--- src/rtl/can_tx_mailbox_arbiter.sv ---
// Transmit mailbox arbiter: holds NUM_MB software-loaded CAN frames and feeds the
// lowest-ID pending frame to a single CAN transmit engine.
module can_tx_mailbox_arbiter #(
    parameter int unsigned NUM_MB       = 4,
    parameter int unsigned MB_W         = 2,
    parameter int unsigned BUSY_TIMEOUT = 15
) (
    input  logic              clk,
    input  logic              rst,
    input  logic              mb_wr_en,
    input  logic [MB_W-1:0]   mb_wr_sel,
    input  logic [10:0]       mb_wr_id,
    input  logic [7:0]        mb_wr_data,
    input  logic [NUM_MB-1:0] mb_abort,
    output logic [NUM_MB-1:0] mb_pending,
    output logic [NUM_MB-1:0] mb_done,
    output logic              wr_err,
    output logic              timeout,
    output logic [10:0]       can_id,
    output logic [7:0]        can_data,
    output logic              can_send,
    input  logic              can_busy,
    output logic [MB_W-1:0]   cur_mb,
    output logic              arb_active
);

    localparam int unsigned CntW = $clog2(BUSY_TIMEOUT + 1);

    typedef enum logic [2:0] {
        StIdle,
        StSelect,
        StLaunch,
        StWaitBusy,
        StWaitDone
    } state_e;

    state_e              state_q, state_d;
    logic [CntW-1:0]     cnt_q, cnt_d;
    logic [MB_W-1:0]     cur_mb_q, cur_mb_d;
    logic [10:0]         can_id_q, can_id_d;
    logic [7:0]          can_data_q, can_data_d;
    logic [NUM_MB-1:0]   pending_q, pending_d;
    logic [NUM_MB-1:0]   done_q, done_d;
    logic                timeout_q, timeout_d;
    logic                wr_err_q, wr_err_d;
    logic [10:0]         id_q [NUM_MB];
    logic [10:0]         id_d [NUM_MB];
    logic [7:0]          data_q [NUM_MB];
    logic [7:0]          data_d [NUM_MB];

    logic                locked;
    logic [NUM_MB-1:0]   lock_mask;
    logic [NUM_MB-1:0]   abort_eff;
    logic                wr_ok;
    logic                found;
    logic [MB_W-1:0]     win_idx;
    logic [10:0]         win_id;

    // The in-flight mailbox is immune to writes and aborts until its frame finishes.
    always_comb begin
        locked    = (state_q == StLaunch) || (state_q == StWaitBusy) || (state_q == StWaitDone);
        lock_mask = '0;
        for (int unsigned i = 0; i < NUM_MB; i++) begin
            if (locked && (cur_mb_q == MB_W'(i))) begin
                lock_mask[i] = 1'b1;
            end
        end
        abort_eff = mb_abort & ~lock_mask;
        wr_err_d  = mb_wr_en && locked && (mb_wr_sel == cur_mb_q);
        wr_ok     = mb_wr_en && !wr_err_d;
    end

    // Strict less-than while scanning upward keeps the lowest index on equal IDs.
    always_comb begin
        found   = 1'b0;
        win_idx = '0;
        win_id  = '0;
        for (int unsigned i = 0; i < NUM_MB; i++) begin
            if (pending_q[i] && !abort_eff[i] && (!found || (id_q[i] < win_id))) begin
                found   = 1'b1;
                win_idx = MB_W'(i);
                win_id  = id_q[i];
            end
        end
    end

    always_comb begin
        state_d    = state_q;
        cnt_d      = cnt_q;
        cur_mb_d   = cur_mb_q;
        can_id_d   = can_id_q;
        can_data_d = can_data_q;
        done_d     = '0;
        timeout_d  = 1'b0;
        unique case (state_q)
            StIdle: begin
                if (|pending_q) begin
                    state_d = StSelect;
                end
            end
            StSelect: begin
                if (!found) begin
                    state_d = StIdle;
                end else begin
                    cur_mb_d   = win_idx;
                    can_id_d   = win_id;
                    can_data_d = data_q[win_idx];
                    // Hold off the launch while the engine still reports busy.
                    if (!can_busy) begin
                        state_d = StLaunch;
                    end
                end
            end
            StLaunch: begin
                cnt_d   = '0;
                state_d = StWaitBusy;
            end
            StWaitBusy: begin
                if (can_busy) begin
                    state_d = StWaitDone;
                end else if (cnt_q == CntW'(BUSY_TIMEOUT - 1)) begin
                    cnt_d     = cnt_q + CntW'(1);
                    timeout_d = 1'b1;
                    state_d   = StIdle;
                end else begin
                    cnt_d = cnt_q + CntW'(1);
                end
            end
            StWaitDone: begin
                if (!can_busy) begin
                    for (int unsigned i = 0; i < NUM_MB; i++) begin
                        if (cur_mb_q == MB_W'(i)) begin
                            done_d[i] = 1'b1;
                        end
                    end
                    state_d = StIdle;
                end
            end
            default: state_d = StIdle;
        endcase
    end

    // A same-cycle write beats an abort on the same unlocked mailbox.
    always_comb begin
        pending_d = pending_q & ~abort_eff & ~done_d;
        for (int unsigned i = 0; i < NUM_MB; i++) begin
            id_d[i]   = id_q[i];
            data_d[i] = data_q[i];
            if (wr_ok && (mb_wr_sel == MB_W'(i))) begin
                pending_d[i] = 1'b1;
                id_d[i]      = mb_wr_id;
                data_d[i]    = mb_wr_data;
            end
        end
    end

    always_ff @(posedge clk or posedge rst) begin
        if (rst) begin
            state_q    <= StIdle;
            cnt_q      <= '0;
            cur_mb_q   <= '0;
            can_id_q   <= '0;
            can_data_q <= '0;
            pending_q  <= '0;
            done_q     <= '0;
            timeout_q  <= 1'b0;
            wr_err_q   <= 1'b0;
            for (int unsigned i = 0; i < NUM_MB; i++) begin
                id_q[i]   <= '0;
                data_q[i] <= '0;
            end
        end else begin
            state_q    <= state_d;
            cnt_q      <= cnt_d;
            cur_mb_q   <= cur_mb_d;
            can_id_q   <= can_id_d;
            can_data_q <= can_data_d;
            pending_q  <= pending_d;
            done_q     <= done_d;
            timeout_q  <= timeout_d;
            wr_err_q   <= wr_err_d;
            for (int unsigned i = 0; i < NUM_MB; i++) begin
                id_q[i]   <= id_d[i];
                data_q[i] <= data_d[i];
            end
        end
    end

    assign mb_pending = pending_q;
    assign mb_done    = done_q;
    assign wr_err     = wr_err_q;
    assign timeout    = timeout_q;
    assign can_id     = can_id_q;
    assign can_data   = can_data_q;
    assign can_send   = (state_q == StLaunch);
    assign cur_mb     = cur_mb_q;
    assign arb_active = (state_q != StIdle);

endmodule

--- config.mk ---
export PLATFORM = sky130hd
export DESIGN_NAME = can_tx_mailbox_arbiter
export DESIGN_NICKNAME = d
export VERILOG_FILES = /design/src/rtl/can_tx_mailbox_arbiter.sv
export SDC_FILE = /design/constraint.sdc
export NUM_CORES = 1
export LEC_CHECK = 0
export BUFFER_PORTS_ARGS = -buffer_cell sky130_fd_sc_hd__buf_2
export CAP_MARGIN = 30
export CORE_MARGIN = 5
export CORE_UTILIZATION = 35
export CTS_CLUSTER_DIAMETER = 100
export DETAILED_ROUTE_END_ITERATION = 10
export GPL_ROUTABILITY_DRIVEN = 1
export SETUP_SLACK_MARGIN = 0.1
export SLEW_MARGIN = 10
export SYNTH_ARGS = -nofsm -noshare
export SYNTH_HDL_FRONTEND = slang
export SYNTH_SLANG_ARGS = --single-unit
--- constraint.sdc ---
create_clock -name clk -period 10.18 [get_ports clk]
set_input_delay 1.018 -clock clk [delete_from_list [all_inputs] [get_ports clk]]
set_output_delay 1.018 -clock clk [all_outputs]
set_load 0.01 [all_outputs]
After elaboration in Yosys (flattened, before gate mapping)
Cells that the tools add are included.

Add/subtract/negate cells: 1. $lt $le $gt $ge: 4. Eq/ne operators: 17. Mux-type cells: 40. Bitwise gates (word level): 7. Reductions and logical operators: 40.

Operator list (number): $mux 11 (4); $lt 11x11->1 (3); $mux 1 (20); $logic_and 1x1->1 (18); $mux 3 (6); $bmux 8 s2 (1); $mux 8 (2); $pmux 3 s5 (1); $and 4x4->4 (3); $mux 4 (3); $not 4->4 (3); $eq 2x2->1 const B (4); $logic_not 1->1 (8); $pmux 4 s2 (1); $eq 3x2->1 const B (2); $ne 2x2->1 const B (3); $logic_or 1x1->1 (5); $add 4x1->4 const B (1); $eq 2x1->1 const B (2); $eq 4x4->1 const B (1); $logic_not 2->1 (2); $mux 2 (2); $reduce_and 2->1 (2); $reduce_and 4->1 (1); other kinds (11) (11).

Register bits: 114. Input port bits: 29. Output and inout port bits: 33. Logic and storage cells: 126.

Logic depth before layout (Yosys ltp)
Depth in word-level cells: 26. Gate-level depth with buffers: 34. Depth with buffers taken out: 28.

Worst setup path after synthesis
Ideal clock, no wire load.

Kind: input to register. Start point: in mb_abort[0]. End point: reg can_id_q[10], in the netlist can_id[10]. Setup time: 0.126 ns. Arrival time: 7.138 ns. Required time: 10.054 ns. Slack: 2.916 ns. Cell stages on the path: 32. Buffers on the path: 6. Cells stage by stage: nor2b_1 -> inv_1 -> nand2_1 -> clkbuf_1 -> nand2_1 -> ha_1 -> a211oi_1 -> o21ai_0 -> a221o_1 -> a21oi_1 -> clkbuf_1 -> buf_2 -> a22oi_1 -> ha_1 -> o211ai_1 -> nor2_1 -> a221oi_1 -> o21a_1 -> o21a_1 -> nor2_2 -> clkbuf_1 -> o22ai_1 -> ha_1 -> nand4_1 -> nor3_1 -> nand2_1 -> o41ai_4 -> nor3_1 -> and2_1 -> buf_6 -> buf_6 -> a221o_1.

Longest elaborated chain between the ends: 17. Elaborated cells between the ends (all ways): 24. Classes of those cells: order compare (3); mux (8); bitwise (1); reduce/logical (12).

RTL lines: start, declared (line 14) `input logic [NUM_MB-1:0] mb_abort,`; $and 4x4->4 * (line 68) `abort_eff = mb_abort & ~lock_mask;`; $logic_not 1->1 * (line 79) `if (pending_q[i] && !abort_eff[i] && (!found || (id_q[i] < win_id))) begin`; $logic_and 1x1->1 * (line 79); $mux 11 / $mux 1 (equally long branches) (line 79); $lt 11x11->1 / $logic_not 1->1 (equally long branches) (line 79); $logic_or 1x1->1 (line 79); $logic_and 1x1->1 (line 79); $mux 11 / $mux 1 (equally long branches) (line 79); $lt 11x11->1 / $logic_not 1->1 (equally long branches) (line 79); $logic_or 1x1->1 (line 79); $logic_and 1x1->1 (line 79); $mux 11 / $mux 1 (equally long branches) (line 79); $lt 11x11->1 / $logic_not 1->1 (equally long branches) (line 79); $logic_or 1x1->1 (line 79); $logic_and 1x1->1 (line 79); $mux 1 (line 79); $reduce_and 2->1 (no source line); end signal, assigned (line 176) `can_id_q <= can_id_d;`; end, declared (line 40) `logic [10:0] can_id_q, can_id_d;`.

Mark *: on every way between the ends. The rest lies on a longest branch, timed or not. A chain may end at the register's enable or synchronous reset.

Worst setup path after layout
Start point: reg state_q[1]. End point: reg can_data_q[3], in the netlist can_data[3].

Longest elaborated chain between the ends: 26. Elaborated cells between the ends (all ways): 51. Classes of those cells: order compare (3); eq/ne (4); mux (17); bitwise (3); reduce/logical (24).

RTL lines: start, declared (line 37) `state_e state_q, state_d;`; start signal, assigned (line 159) `state_q <= StIdle;`; start signal, assigned (line 173) `state_q <= state_d;`; $eq 3x2->1 (line 61) `locked = (state_q == StLaunch) || (state_q == StWaitBusy) || (state_q == StWaitDone);`; $logic_or 1x1->1 (2 in a row) (line 61); $logic_and 1x1->1 (line 64) `if (locked && (cur_mb_q == MB_W'(i))) begin`; $mux 1 (line 64); $not 4->4 (line 68); $and 4x4->4 (line 68); $logic_not 1->1 (line 79); $logic_and 1x1->1 (line 79); [8 not listed]; $mux 11 / $mux 1 (equally long branches) (line 79); $lt 11x11->1 / $logic_not 1->1 (equally long branches) (line 79); $logic_or 1x1->1 (line 79); $logic_and 1x1->1 (line 79); $mux 2 (line 79); $not 2->3 (not written as such) (line 107) `can_data_d = data_q[win_idx];`; $bmux 8 s2 (line 107); $mux 8 (not written as such) (2 in a row) (line 107); end signal, assigned (line 177) `can_data_q <= can_data_d;`; end, declared (line 41) `logic [7:0] can_data_q, can_data_d;`.

Parallel ways exist; a longest one is shown, timed or not. The select of a mux whose other input is x is not followed.

==> out/results.txt <==
Root Buffer: clkbuf_16
Setup WS pre-CTS: 0.8744 ns
status: completed
R2R Path Start: state_q[1]$_DFFE_PP0P_
CTS clk-pin slew, worst paths: 0.05 ns
P_int: 1.312 mW
post-route cell area: 6925 µm²
Initial Utilization: 0.3599
Cell Area, Synth: 5758 µm²
I/O Buffers: 61
reg-to-reg slack, setup: 1.12 ns
Total GRT Usage: 0.1556
max-cap check violation count: 0
Final Net Count: 615
critical path peak fanout: 18
post-route clock period utilization: 0.8901
vias in the first global route: 4438
EDFF count, synth: 0
minimum hold slack: 0.5024 ns
CP Class: flop to flop
startpoint types: flop
power per cell area: 287.2 nW/µm²
fraction of layout cells with a size suffix above 1: 0.3322
CP Data Required Time: 10.53 ns
final setup fails: 0
HPWL after DPL: 10.26 mm
Final Hold Vio Count: 0
Seq/Total Area, Yosys: 0.4954
io pins: 62
Worst Clk Skew: 0.006201 ns
DR pass1 iterations: 5
final core occ: 0.4328
Post-DP Area: 6279 µm²
Sequential Power Share: 0.373
Core Region: 16000 µm²
Hold EP: can_id[0]$_DFFE_PP0P_
post-synth net total: 551
gr ovfl total: 0
Inserted Diodes: 0
Area Overhead vs Synth: 20.27%
largest net degree at the start of global routing: 70
Clock power frac: 0.304
Final Max Tran Viols: 0
die area: 19120 µm²
num rows: 46
fmax: 0.1104 GHz
CTS Hold Buffers Added: 0
CP Data Arrival Time: 9.41 ns
post-synthesis cell count: 490
RSZ-0062 raised after global routing: false
post-CTS setup buffers: 0
hold path startpoint: can_id[0]$_DFFE_PP0P_
via count: 4244
Chip Height: 138.3 µm
DRC Markers: 0
reg2reg path depth: 29
Post-Route Setup TNS: 0 ns
Cell variety after synth: 53
number of clock sinks: 114
hold path cells: 2
#FFs+latches synth: 114
routability-driven placement congestion ratio: 0.8925
H-tree Lvls: 4
fin cells: 782
antenna violations before repair: 0
Tot Pwr: 1.989 mW
global-route wire length before repair: 23.74 mm
fraction of registers with async set/reset: 1.000
most frequent cells in the layout: dfrtp_1, mux2_2, buf_2
DIE WIDTH: 138.3 µm
Logic pwr share: 0.323
DRT antenna net count: 0
setup ws final: 1.119 ns
Crit. Startpoint: state_q[1]$_DFFE_PP0P_
Switch Pwr: 0.6766 mW
DRT iter0 DRCs: 276
wire per inst: 18.49 µm
Max VDD drop: 136.4 µV
P_leak: 3.067 nW
average size of a mapped cell: 11.75 µm²
Reg-to-Reg End: can_data[3]$_DFFE_PP0P_
Worst setup EP type: flop
headroom to the max-slew limit: 0.3864
Switching Share: 0.3402
wirelength, routed: 14.46 mm
min-delay worst type: flop to flop
Post-CTS Resized: 0
CTS buffer count: 17
Largest stage delay, worst path: 0.71 ns
placed instance count: 749
Most used DFF post-synth: dfrtp_1
commonest non-fill, non-tap cell in the layout: dfrtp_1
Vias/cell: 5.427
Slowest cell on crit path: and2_1
Clk Latency, worst-skew pair: 0.42 ns
Clock Path Buffers: 2
YS warnings: 0
CTS tree: done
Least-Margin Pin Slew: 0.9203 ns
Final Critical Period: 9.061 ns
-- worst max path at each step --
stage	to	cells past startpoint
5_1_grt	can_data[3]$_DFFE_PP0P_	29
4_1_cts	can_data[3]$_DFFE_PP0P_	29
3_3_place_gp	can_data[5]$_DFFE_PP0P_	30
6_report	can_data[3]$_DFFE_PP0P_	29
3_5_place_dp	can_data[3]$_DFFE_PP0P_	30
2_1_floorplan	can_id[10]$_DFFE_PP0P_	32
-- sequential cells by signal, indices dropped and copies added (netlist names) --
register	flops
mb_pending	4
state_q	3
data_q	32
mb_done	4
cur_mb	2
id_q	44
wr_err	1
can_id	11
can_data	8
timeout	1
cnt_q	4
-- cell type report --
type	instances	area [µm²]
clock inverter	9	130.1
clock buffer	22	474.2
sequential	114	2853
timing repair buffer	70	407.9
fill	1538	9075
inverter	8	32.53
multi-input combinational	343	2758
tap	216	270.3
-- logic make-up (layout without fill, tap and decap cells) --
kind of cell | after synthesis | in the layout | share of synthesized area
flops | 114 | 114 | 0.4954
compound gates | 112 | 112 | 0.1480
simple gates | 110 | 110 | 0.08931
mux | 85 | 85 | 0.1645
buf+inv | 33 | 109 | 0.02716
fa+ha+maj | 32 | 32 | 0.06953
xor+xnor | 4 | 4 | 0.006085
-- per-layer routing --
metal / GRT usage / part of all wire / wire length, µm / up-vias
met5: 0 / 0 / 0 / -
met4: 0.05148 / 0.018 / 261 / 0
met3: 0.05241 / 0.050 / 725 / 25
met2: 0.2569 / 0.49 / 7077 / 108
met1: 0.1922 / 0.44 / 6393 / 2140
li1: - / - / - / 1971
-- worst max-delay path: cells and delay by family (launching register included) --
kind / cells / cell delay [ns]
AOI/OAI and AO/OA: 18 / 4.96
and+or+nand+nor: 7 / 2.22
adders and majority gates: 3 / 0.96
DFF: 1 / 0.50
buffers and inverters: 1 / 0.33
-- power groups by stage --
stage	logic, mW	registers, mW	clock network (mW)
2_1_floorplan	0.476	0.703	0
3_3_place_gp	0.614	0.745	0
3_5_place_dp	0.638	0.746	0
4_1_cts	0.641	0.742	0.617
5_1_grt	0.720	0.764	0.637
6_report	0.642	0.742	0.605
-- synthesized netlist by cell type, drive strengths merged, types with 12 or more instances --
cell type | n | area, µm²
a211oi | 14 | 110.1
a21oi | 12 | 63.81
a221o | 20 | 200.2
clkbuf | 18 | 67.56
dfrtp | 114 | 2853
ha | 32 | 400.4
mux2 | 77 | 867.1
nand2 | 37 | 138.9
nor2 | 34 | 130.1
o21ai | 18 | 90.09
o22ai | 12 | 75.07
Power figures use the tool's default switching activity.
